`src/rtl/sensor_hub_pkg.sv`:
```
// Shared types and constants for the sensor request router.
package sensor_hub_pkg;

  typedef enum logic [2:0] {
    IDLE,
    GET_CMD,
    DISPATCH,
    WAIT_SENSOR,
    SEND_STATUS,
    WAIT_TX_STATUS,
    SEND_DATA,
    WAIT_TX_DATA
  } state_t;

  localparam logic [7:0] STATUS_OK       = 8'h00;
  localparam logic [7:0] STATUS_BAD_ADDR = 8'hE0;
  localparam logic [7:0] STATUS_TIMEOUT  = 8'hE1;

  localparam int unsigned REQ_BYTES  = 2;
  localparam int unsigned RESP_BYTES = 2;

endpackage

```
`src/rtl/sensor_request_router_cycle_timeout.sv`:
```
// Shared wait timer: counts while run is high and flags the final allowed cycle.
module cycle_timeout #(
  parameter int unsigned TIMEOUT_CYCLES = 5000000
) (
  input  logic clock,
  input  logic reset_n,
  input  logic clear,
  input  logic run,
  output logic expired_c
);

  localparam int unsigned TW = $clog2(TIMEOUT_CYCLES + 1);

  logic [TW-1:0] count;

  // Saturates at TIMEOUT_CYCLES so a stalled owner never sees a wrapped count.
  always_ff @(posedge clock or negedge reset_n) begin
    if (!reset_n) begin
      count <= '0;
    end else if (clear) begin
      count <= '0;
    end else if (run && (count != TW'(TIMEOUT_CYCLES))) begin
      count <= count + TW'(1);
    end
  end

  // High in the TIMEOUT_CYCLES-th running cycle, so the owner leaves after exactly that many.
  assign expired_c = run && !clear && (count == TW'(TIMEOUT_CYCLES - 1));

endmodule

```
`src/rtl/sensor_request_router.sv`:
```
// Two-byte UART request router: addresses one sensor, waits with timeout, returns status and data.
module sensor_request_router
  import sensor_hub_pkg::*;
#(
  parameter int unsigned NUM_SENSORS    = 32,
  parameter int unsigned DATA_WIDTH     = 8,
  parameter int unsigned TIMEOUT_CYCLES = 5000000
) (
  input  logic                              clock,
  input  logic                              reset_n,
  input  logic                              rx_valid,
  input  logic [DATA_WIDTH-1:0]             rx_data,
  output logic [NUM_SENSORS-1:0]            sensor_enable,
  output logic [DATA_WIDTH-1:0]             sensor_request,
  input  logic [NUM_SENSORS*DATA_WIDTH-1:0] sensor_data,
  input  logic [NUM_SENSORS-1:0]            sensor_finished,
  output logic                              tx_start,
  output logic [DATA_WIDTH-1:0]             tx_data,
  input  logic                              tx_busy,
  input  logic                              tx_done,
  output logic                              busy,
  output logic [7:0]                        error_count
);

  localparam int unsigned SW = (NUM_SENSORS > 1) ? $clog2(NUM_SENSORS) : 1;

  state_t                  state, state_d;
  logic [DATA_WIDTH-1:0]   addr, addr_d;
  logic [DATA_WIDTH-1:0]   cmd, cmd_d;
  logic [DATA_WIDTH-1:0]   status, status_d;
  logic [DATA_WIDTH-1:0]   data, data_d;
  logic [NUM_SENSORS-1:0]  enable_d;
  logic [DATA_WIDTH-1:0]   request_d;
  logic                    tx_start_d;
  logic [DATA_WIDTH-1:0]   tx_data_d;
  logic                    busy_d;
  logic [7:0]              error_count_d;
  logic [1:0]              err_inc;
  logic [8:0]              err_sum;
  logic                    timer_clear;
  logic                    timer_run;
  logic                    expired;
  logic                    addr_valid;
  logic [SW-1:0]           sel;
  logic [DATA_WIDTH-1:0]   chan_data [NUM_SENSORS];

  for (genvar i = 0; i < NUM_SENSORS; i++) begin : g_chan
    assign chan_data[i] = sensor_data[i*DATA_WIDTH +: DATA_WIDTH];
  end

  // Whole address byte is range-checked; sel is only used once the address is known good.
  assign addr_valid = (32'(addr) < NUM_SENSORS);
  assign sel        = SW'(addr);

  assign timer_run   = (state == GET_CMD) || (state == WAIT_SENSOR);
  assign timer_clear = ((state == IDLE) && rx_valid) || (state == DISPATCH);

  cycle_timeout #(
    .TIMEOUT_CYCLES(TIMEOUT_CYCLES)
  ) u_timeout (
    .clock    (clock),
    .reset_n  (reset_n),
    .clear    (timer_clear),
    .run      (timer_run),
    .expired_c(expired)
  );

  always_ff @(posedge clock or negedge reset_n) begin
    if (!reset_n) begin
      state          <= IDLE;
      addr           <= '0;
      cmd            <= '0;
      status         <= '0;
      data           <= '0;
      sensor_enable  <= '0;
      sensor_request <= '0;
      tx_start       <= 1'b0;
      tx_data        <= '0;
      busy           <= 1'b0;
      error_count    <= '0;
    end else begin
      state          <= state_d;
      addr           <= addr_d;
      cmd            <= cmd_d;
      status         <= status_d;
      data           <= data_d;
      sensor_enable  <= enable_d;
      sensor_request <= request_d;
      tx_start       <= tx_start_d;
      tx_data        <= tx_data_d;
      busy           <= busy_d;
      error_count    <= error_count_d;
    end
  end

  // Next-state, latched transaction fields and registered outputs.
  always_comb begin
    state_d    = state;
    addr_d     = addr;
    cmd_d      = cmd;
    status_d   = status;
    data_d     = data;
    enable_d   = sensor_enable;
    request_d  = sensor_request;
    tx_start_d = 1'b0;
    tx_data_d  = tx_data;
    // Bytes arriving outside request assembly are dropped and counted.
    err_inc    = (rx_valid && (state != IDLE) && (state != GET_CMD)) ? 2'd1 : 2'd0;

    case (state)
      IDLE: begin
        if (rx_valid) begin
          addr_d  = rx_data;
          state_d = GET_CMD;
        end
      end
      GET_CMD: begin
        if (rx_valid) begin
          cmd_d = rx_data;
          if (!addr_valid) begin
            status_d = DATA_WIDTH'(STATUS_BAD_ADDR);
            data_d   = '0;
            err_inc  = err_inc + 2'd1;
            state_d  = SEND_STATUS;
          end else begin
            state_d = DISPATCH;
          end
        end else if (expired) begin
          err_inc = err_inc + 2'd1;
          state_d = IDLE;
        end
      end
      DISPATCH: begin
        enable_d  = NUM_SENSORS'(1) << sel;
        request_d = cmd;
        state_d   = WAIT_SENSOR;
      end
      WAIT_SENSOR: begin
        if (sensor_finished[sel]) begin
          data_d   = chan_data[sel];
          status_d = DATA_WIDTH'(STATUS_OK);
          enable_d = '0;
          state_d  = SEND_STATUS;
        end else if (expired) begin
          data_d   = '0;
          status_d = DATA_WIDTH'(STATUS_TIMEOUT);
          enable_d = '0;
          err_inc  = err_inc + 2'd1;
          state_d  = SEND_STATUS;
        end
      end
      SEND_STATUS: begin
        if (!tx_busy) begin
          tx_start_d = 1'b1;
          tx_data_d  = status;
          state_d    = WAIT_TX_STATUS;
        end
      end
      WAIT_TX_STATUS: begin
        if (tx_done) state_d = SEND_DATA;
      end
      SEND_DATA: begin
        if (!tx_busy) begin
          tx_start_d = 1'b1;
          tx_data_d  = data;
          state_d    = WAIT_TX_DATA;
        end
      end
      WAIT_TX_DATA: begin
        if (tx_done) state_d = IDLE;
      end
      default: state_d = IDLE;
    endcase

    err_sum       = {1'b0, error_count} + 9'(err_inc);
    error_count_d = err_sum[8] ? 8'hFF : err_sum[7:0];
    busy_d        = (state_d != IDLE);
  end

endmodule

```
`config.mk`:
```
export PLATFORM = sky130hd
export DESIGN_NAME = sensor_request_router
export DESIGN_NICKNAME = d
export VERILOG_FILES = /design/src/rtl/sensor_hub_pkg.sv /design/src/rtl/sensor_request_router_cycle_timeout.sv /design/src/rtl/sensor_request_router.sv
export SDC_FILE = /design/constraint.sdc
export NUM_CORES = 1
export LEC_CHECK = 0
export BUFFER_PORTS_ARGS = -buffer_cell sky130_fd_sc_hd__buf_2
export CAP_MARGIN = 25
export CORE_AREA = 10 10 127 175
export DETAILED_ROUTE_END_ITERATION = 7
export DIE_AREA = 0 0 137 185
export PLACE_DENSITY = 0.66
export SLEW_MARGIN = 25
export SYNTH_ARGS = -nofsm -noshare
export SYNTH_HDL_FRONTEND = slang
export SYNTH_SLANG_ARGS = --single-unit
```
`constraint.sdc`:
```
create_clock -name clock -period 3.9 [get_ports clock]
set_clock_uncertainty 0.1 [all_clocks]
set_input_delay 0.195 -clock clock [delete_from_list [all_inputs] [get_ports clock]]
set_output_delay 0.195 -clock clock [all_outputs]
set_load 0.005 [all_outputs]
```
---- Word level (Yosys, flattened, before mapping) ----
Index checks and enable logic that the tools add are counted.
word-level totals
  register bits after elaboration ......... 116
  output and inout bits ................... 58
cells by class
  shifts and indexed selects .............. 1
  multiplexer cells ....................... 43
  add/sub/neg operators ................... 3
  eq/ne operators ......................... 15
  bitwise operators ....................... 1
  reductions and logical operators ........ 22
  magnitude comparators ................... 3
operators with widths
  kind                     count
  $mux W8                  13
  $mux W32                 2
  $pmux W32 S2             1
  $pmux W8 S2              3
  $mux W23                 2
  $bmux W8 S5              1
  $shl A1 B5 Y32 const A   1
  $mux W3                  10
  $pmux W3 S8              1
  $add A23 B1 Y23 const B  1
  $eq A23 B23 Y1 const B   1
  $ne A23 B23 Y1 const B   1
  $eq A3 B3 Y1 const B     4
  $add A8 B2 Y9            1
  $lt A8 B6 Y1 const B     1
  $mux W2                  4
  $ne A2 B2 Y1 const B     4
  $reduce_bool A2 Y1       4
  $eq A3 B2 Y1 const B     2
  $ge A6 B6 Y1 const B     1
  $logic_and A1 B1 Y1      6
  $lt A5 B6 Y1 const B     1
  $not A5 Y6               1
  $reduce_and A2 Y1        3
  14 further kinds         19

---- Logic depth before layout (Yosys ltp) ----
Gate-level depths: netlist of run 1.
  word-level depth ........................ 11
  depth in mapped cells ................... 14
  gate-level depth less buffers ........... 13

---- Hierarchy ----
From an unflattened synthesis of run 1, not the netlist that was laid out.
second synthesis, totals
  cell total of the unflattened synthesis .. 592
  area total of the unflattened synthesis .. 7239.4 sq um
by module, submodules not included
  module                 instances  cells an instance  area an instance (sq um)
  sensor_request_router  1          462                5997.0
  cycle_timeout          1          130                1242.4

---- Least setup slack after synthesis of run 1 ----
No wires, ideal clock.
  kind .................................... reg2reg
  from .................................... register addr[1]
  to ...................................... register error_count[0]
  data required time ...................... 3.730 ns
  setup time .............................. 0.070 ns
  path slack .............................. 0.886 ns
  period minus slack after synthesis ...... 3.014 ns
  arrival time ............................ 2.844 ns
  cell stages (with the launch flop) ...... 14
  cell sequence ........................... dfrtp_1 > buf_2 > mux2_2 > a2111oi_0 > a211oi_2 > o211ai_2 > mux2i_1 > o211ai_1 > ha_1 > inv_1 > fa_1 > nor2_1 > nand3_1 > nand2b_1
between the ends
  cells in the longest elaborated chain, start to end .. 6
  elaborated cells between the ends (all ways) .. 9
ends and longest elaborated chain
  item                                         RTL line                                                    RTL
  from (decl)                                  sensor_request_router.sv:28                                 logic [DATA_WIDTH-1:0] addr, addr_d;
  from (signal assigned)                       sensor_request_router.sv:83                                 addr <= addr_d;
  $lt A8 B6 Y1 or $bmux W1 S5 (tied branches)  sensor_request_router.sv:52, sensor_request_router.sv:139
  $mux W2 or $mux W1 (tied branches)           sensor_request_router.sv:120, sensor_request_router.sv:139
  $mux W2, on equally long branches            sensor_request_router.sv:118, sensor_request_router.sv:139
  $pmux W2 S2 (*)                              sensor_request_router.sv:110                                case (state)
  $add A8 B2 Y9 (*)                            sensor_request_router.sv:175                                err_sum = {1'b0, error_count} + 9'(err_inc);
  $mux W8 (*)                                  sensor_request_router.sv:176                                error_count_d = err_sum[8] ? 8'hFF : err_sum[7:0];
  net error_count_d[0]                         sensor_request_router.sv:37                                 logic [7:0] error_count_d;
  to (signal assigned)                         sensor_request_router.sv:92                                 error_count <= error_count_d;
  to (decl)                                    sensor_request_router.sv:22                                 output logic [7:0] error_count
The timed path passes the listed nets; every way through them passes the cells marked *. The select of a mux whose other input is x is not followed.
A chain may end at the register's enable or synchronous reset.

---- Final worst setup path of run 1 ----
  from .................................... register addr[0]
  to ...................................... register error_count[2]
Same word-level chain as after synthesis.

==> flow_summary.ini, run 1 <==
[status]
status = finished clean

[critical_path]
timing.critical_path.from = addr[0]
endpoint_kind = register
critPathSlowestCell = dfrtp_4
setup.worst_path.start_class = register
path_class = register to register
critical_path.max_fanout = 17
r2r_start = addr[0]
r2r_slack_ps = 380
regToRegEndpoint = error_count[2]
register_to_register_path_depth = 12
gate_family_responsible_for_the_most_delay_along_the_worst_path = multiplexers
timing.critical_path.slowest_cell_delay_ps = 600
cpMostUsedCell = nand2_1
data_required_critical_path_ps = 4080
critical_path.cell_chain = mux4_2 -> nand2_1 -> nand2_1 -> o211ai_2 -> mux2i_1 -> o211ai_1 -> ha_1 -> inv_1 -> fa_1 -> nor2_1 -> nand3_1 -> nand2_1
cp.arrival_ps = 3700
cp_num_buf_inv = 1

[timing]
period_needed_ps = 3524
layout_worst_path_cycle_share_pct = 90.36
maxClockFrequency_mhz = 283.8
setup-violations-final = 0
worstMarginPinSlew_ps = 867.9
setup_repair_after_global_routing_missed_its_margin = no
maxSlewViolCount = 0
timing.final.hold_violations = 0
postLayoutSetupSlackWorst_ps = 376.0
max_slew_margin_pct = 41.33
setup_tns_ps = 0

[logic_synthesis]
number_of_flops_mapped_to_enable_cells_by_yosys = 0
postSynthRegisterBits = 110
net_count_after_synthesis = 962
mappedNetlistArea_um2 = 7301
ys_seq_area_share_pct = 37.70
syn-mean-instance-area_um2 = 11.16
synthCells = 654
post_synth_num_cell_types = 55
synth_flop_cell = dfrtp_1
synth_async_sr_flop_share_pct = 100.0
synth_warnings = 0

[clock_network]
clockRootBuffer = clkbuf_16
cts_resized = 0
cts_tree = yes
numClockSinks = 110
cts.path.max_buffers = 2
htree_num_levels = 3
clkSlewWorstSetupHoldPaths_ps = 80
cts-buffers-inserted = 9
clk_latency_ps = 350

[layout]
layout.nets = 1302
area.growth.synth_to_final_pct = 32.20
post_route_cells_drive_above_1_share_pct = 49.45
design_area_um2 = 9652

[die]
initial_util_pct = 38.29
dieWidth_um = 137
io-pin-count = 359
fp.dieH_um = 185
area_of_the_die_um2 = 25350
core_area_um2 = 19070
floorplan.rows = 60

[grt]
grt_overflow_total = 0
grt_pass1_wl_mm = 43.63
overall_global_routing_resource_usage_pct = 22.54
grt_antenna_before_repair = 10
vias_in_the_first_global_route = 7669
grt_max_degree = 82

[worst_hold_path]
worst_min_delay_path_startpoint = rx_data[7]
type_of_the_most_critical_hold_path = input pin to register
hold_path_end = cmd[7]
min_path_cells = 2

[placement]
placed_area_um2 = 9288
post-dp-hpwl_mm = 24.52
place.port_buffers = 358
dp_slack_ps = 385.9
gpl.final_weighted_congestion = 0.9407

[drt]
post_drt_via_cell_ratio = 5.599
wl_per_cell_um = 23.38
route.final.wire_length_mm = 29.32
detailedRoute.firstIterationViolations = 361
drc = 0
drt_pass1_iterations = 4
vias = 7021
route.antenna.remaining_nets = 0

[power_and_ir_drop]
irDropWorstVdd_mv = 0.4326
power_per_cell_area_nw_per_um2 = 655.0
cellLeakagePower_nw = 4.565

[run]
count_of_max_cap_constraint_violations = 0
layout make-up:
type | instances | area [um2]
Timing Repair Buffer | 379 | 1968
Clock inverter | 6 | 55.05
Tap cell | 248 | 310.3
Multi-Input combinational cell | 480 | 4259
Sequential cell | 110 | 2760
Clock buffer | 10 | 229.0
Fill cell | 1801 | 9417
Inverter | 14 | 52.55
Antenna cell | 7 | 17.52
stage by stage:
step / total power, mW / instances / hold WS (ps) / util [%]
floorplan: 4.312 / 654 / -200.6 / -
global placement: 5.428 / 1226 / 343.1 / 48.71
detailed placement: 5.471 / 1226 / 329.5 / 48.71
CTS: 6.374 / 1247 / 3.176 / 50.46
global route: 6.760 / 1251 / 4.042 / 50.58
finish: 6.322 / 1254 / 13.57 / 50.62
worst max-delay path by stage:
| stage | end | slack, ps | cells after the start |
|---|---|---|---|
| after global placement | error_count[0] | 460 | 12 |
| after floorplan | error_count[0] | 890 | 13 |
| after global routing | error_count[0] | 80 | 13 |
| after detailed placement | error_count[0] | 390 | 12 |
| final | error_count[2] | 380 | 12 |
| after CTS | error_count[2] | 350 | 12 |
where the power goes:
part | switching [mW] | internal, mW
logic | 1.86 | 1.71
registers | 0.366 | 1.50
clock network | 0.437 | 0.447
synth_stat cells, drive strengths merged, types with 2 or more instances:
master | n | area share [%]
dfrtp | 110 | 38
nand2 | 73 | 3.8
mux4 | 69 | 21
nor2 | 38 | 2.0
nand3 | 30 | 2.1
buf | 27 | 2.2
mux2 | 26 | 4.0
a22o | 25 | 3.0
clkbuf | 23 | 1.2
a21oi | 20 | 1.4
o21ai | 16 | 1.1
o2bb2ai | 16 | 1.9
nor2b | 15 | 1.3
inv | 14 | 0.72
mux2i | 11 | 1.5
nand4 | 11 | 0.94
nor3 | 11 | 0.75
a22oi | 10 | 1.0
nor4 | 10 | 0.94
xnor2 | 9 | 1.1
or3 | 7 | 0.60
a211oi | 6 | 0.69
ha | 6 | 1.0
nand2b | 6 | 0.51
o211ai | 6 | 0.69
xor2 | 6 | 0.72
a311oi | 5 | 0.60
and3 | 4 | 0.34
nor4b | 4 | 0.57
a21o | 3 | 0.31
a31oi | 3 | 0.26
a32oi | 3 | 0.36
and2 | 3 | 0.26
nand4b | 3 | 0.36
or4 | 3 | 0.31
a211o | 2 | 0.24
a31o | 2 | 0.24
a32o | 2 | 0.27
and3b | 2 | 0.24
and4 | 2 | 0.24
nand3b | 2 | 0.21
nor3b | 2 | 0.21
o21a | 2 | 0.21
or2 | 2 | 0.17
registers in the layout, summed over array words and instances (netlist names):
register,cells
data,8
tx_data,8
status,2
cmd,8
sensor_request,8
busy,1
tx_start,1
error_count,8
sensor_enable,32
state,3
addr,8
u_timeout.count,23
routing by layer:
metal | wire length (um) | part of all wire (%) | global-route usage, % | vias to the layer above
met5 | 31 | 0.11 | 0 | -
met4 | 641 | 2.2 | 7.735 | 4
met3 | 2227 | 7.6 | 5.613 | 42
met2 | 16120 | 55 | 41.59 | 288
met1 | 10300 | 35 | 24.13 | 3466
li1 | - | - | - | 3221
logic make-up (layout without fill, tap and decap cells):
logic type	Yosys count	in the layout	share of synthesized area, %
muxes	106	106	26.80
buffers and inverters	64	409	4.079
and+or+nand+nor	228	228	15.70
xor gates and xnor gates	15	15	1.800
other	0	7	0
DFF	110	110	37.70
adders and majority gates	7	7	1.302
AOI/OAI and AO/OA	124	124	12.61
placed cells by master, fill, tap and decap left out, drive strengths merged, types with 4 or more instances in the layout:
| cell type | instances |
|---|---|
| xor2 | 6 |
| nand2b | 6 |
| o21ai | 16 |
| ha | 6 |
| o211ai | 6 |
| nand2 | 73 |
| a21oi | 20 |
| dlygate4sd3 | 5 |
| nand4 | 11 |
| and3 | 4 |
| xnor2 | 9 |
| or3 | 7 |
| a211oi | 6 |
| a22o | 25 |
| nand3 | 30 |
| buf | 374 |
| nor4 | 10 |
| a311oi | 5 |
| clkbuf | 10 |
| diode | 7 |
| o2bb2ai | 16 |
| mux2 | 26 |
| a22oi | 10 |
| dfrtp | 110 |
| nor2b | 15 |
| mux2i | 11 |
| nor3 | 11 |
| inv | 17 |
| nor2 | 38 |
| mux4 | 69 |
| nor4b | 4 |
timing repair:
item                                   in CTS  in global routing
hold buffers                                5                  0
endpoints found under the hold margin      88                  0
setup buffers                               0                  0
(Power assumes the default switching activity.)
==> run 2: changes to the inputs <==
==> constraint.sdc (replaced) <==
create_clock -name clock -period 3.9 [get_ports clock]
set_clock_uncertainty 0.1 [all_clocks]
set_input_delay 0.78 -clock clock [delete_from_list [all_inputs] [get_ports clock]]
set_output_delay 0.78 -clock clock [all_outputs]
set_load 0.005 [all_outputs]
==> run 2 against run 1 <==
Effect of this change:
- fmax is 3.3% higher
- combinational power hardly changed
- total power increased by 0.99%
- design area fell by 0.13%
- global-route usage increased by 0.22 points
- via count increased by 0.64%
- routed wire length rose by 0.15%
- clock-buffer cell count is the same
- register-to-register slack gained 110 ps
- setup slack improved by 110 ps
- die area unchanged
- critical path depth fell by 1
- largest power group unchanged
==> flow_summary.ini, run 2 (synthesis gave the netlist of run 1 again) <==
[layout]
multi_input_comb_area_um2 = 4250
number_of_flip_flops_under_the_largest_register_name = 32
registers.top_by_ff_count = sensor_enable
final_core_utilization_pct = 50.55
design_area_um2 = 9639
sequential_cell_area_um2 = 2760
layout.nets = 1299
top_library_cells_by_usage_in_the_layout_fill_and_taps_aside = 357 x buf_2, 108 x dfrtp_1, 73 x nand2_1, 69 x mux4_2, 38 x nor2_1
area.growth.synth_to_final_pct = 32.03
mostFrequentLayoutCell = buf_2
number_of_inserted_filler_cells_in_the_final_layout = 1827
post_route_cells_drive_above_1_share_pct = 49.90
biggestRegsByFlops = sensor_enable: 32 flops, u_timeout.count: 23 flops

[placement]
dp_slack_ps = 277.9
post-dp-hpwl_mm = 24.49
placed_area_um2 = 9328
place.port_buffers = 358
gpl.final_weighted_congestion = 0.9516

[timing]
setup-violations-final = 0
layout_worst_path_cycle_share_pct = 87.48
timing.final.hold_violations = 0
maxSlewViolCount = 0
max_slew_margin_pct = 33.16
period_needed_ps = 3412
maxClockFrequency_mhz = 293.1
setup_repair_after_global_routing_missed_its_margin = no
setup_tns_ps = 0
worstMarginPinSlew_ps = 1000
postLayoutSetupSlackWorst_ps = 488.4

[critical_path]
cp.arrival_ps = 3600
endpoint_kind = register
cp_num_buf_inv = 1
critical_path.cell_chain = mux2_2 -> a2111oi_0 -> a211oi_2 -> o211ai_2 -> buf_4 -> a21oi_1 -> o21a_1 -> fa_1 -> nor2_1 -> nand3_1 -> nand2b_1
timing.critical_path.slowest_cell_delay_ps = 570
data_required_critical_path_ps = 4090
critPathSlowestCell = dfrtp_4
r2r_start = addr[1]
setup.worst_path.start_class = register
timing.critical_path.from = addr[1]
critical_path.max_fanout = 18
path_class = register to register
gate_family_responsible_for_the_most_delay_along_the_worst_path = compound AO/OA/AOI/OAI gates

[grt]
grt_overflow_total = 0
grt_antenna_before_repair = 9
overall_global_routing_resource_usage_pct = 22.76
grt_pass1_wl_mm = 44.08
grt_max_degree = 69
vias_in_the_first_global_route = 7620

[power_and_ir_drop]
irDropWorstVdd_mv = 0.3211
power_per_cell_area_nw_per_um2 = 662.4
cellLeakagePower_nw = 4.566
total_power_mw = 6.385

[drt]
post_drt_via_cell_ratio = 5.653
route.final.wire_length_mm = 29.36
vias = 7066
drc = 0
wl_per_cell_um = 23.49
route.antenna.remaining_nets = 0
drt_pass1_iterations = 4
detailedRoute.firstIterationViolations = 452

[clock_network]
cts-buffers-inserted = 9
cts-hold-fix-buffers = 0
clockRootBuffer = clkbuf_16
cts_resized = 0
clkSlewWorstSetupHoldPaths_ps = 80
clk_latency_ps = 360
post_cts.repair.setup_buffers = 0
numClockSinks = 110
cts.path.max_buffers = 2
htree_num_levels = 3
cts_tree = yes

[die]
floorplan.rows = 60
initial_util_pct = 38.29
fp.dieH_um = 185
core_area_um2 = 19070
io-pin-count = 359
dieWidth_um = 137
area_of_the_die_um2 = 25350

[worst_hold_path]
type_of_the_most_critical_hold_path = register to register
worst_min_delay_path_startpoint = tx_data[7]

[run]
count_of_max_cap_constraint_violations = 0

[status]
status = finished clean
run 2: changes by cell type in the layout (fill, tap and decap cells not counted), sizes merged:
cell         delta
buf             +2
clkinv          -3
diode           -1
dlygate4sd3     -5
inv             +3
run 2: where the power goes:
part,internal (mW),leakage (nW),switching [mW]
combinational,1.73,2.97,1.87
sequential,1.50,1.44,0.355
clock,0.470,0.148,0.462
total,3.70,4.57,2.69
run 2: final timing paths:
check | to | slack [ps] | depth (start not counted)
min | tx_data[7] | 370 | 2
max reg2reg | error_count[0] | 490 | 11
min reg2reg | tx_data[7] | 370 | 2
min in group asynchronous | sensor_enable[13] | 400 | 1
max in group asynchronous | u_timeout.count[16] | 2560 | 2
max | error_count[0] | 490 | 11
run 2: metal layers:
| metal | GRT usage, % | share of wire, % |
|---|---|---|
| met5 | 0 | 0.11 |
| met4 | 7.439 | 2.2 |
| met3 | 5.965 | 8.3 |
| met2 | 40.93 | 55 |
| met1 | 25.25 | 35 |
run 2: layout make-up:
| cell class | count | share of cell area (%) |
|---|---|---|
| tap | 248 | 3.219 |
| inverter | 14 | 0.5452 |
| clock buffer | 10 | 2.479 |
| sequential | 110 | 28.63 |
| timing repair buffer | 376 | 20.28 |
| multi-input combinational | 480 | 44.09 |
| antenna | 6 | 0.1558 |
| clock inverter | 6 | 0.5971 |
run 2: metrics by stage:
| step | std cells | hold slack, ps |
|---|---|---|
| global route | 1247 | 401.4 |
| detailed placement | 1228 | 352.2 |
| finish | 1250 | 365.8 |
| CTS | 1244 | 368.4 |
| global placement | 1228 | 347.7 |
| floorplan | 654 | 350.4 |
run 2: tightest hold or removal path: cells and delay by family, from the launching register on:
kind / cells / cell delay (ps)
AND/OR/NAND/NOR: 2 / 100
flip-flops: 1 / 340
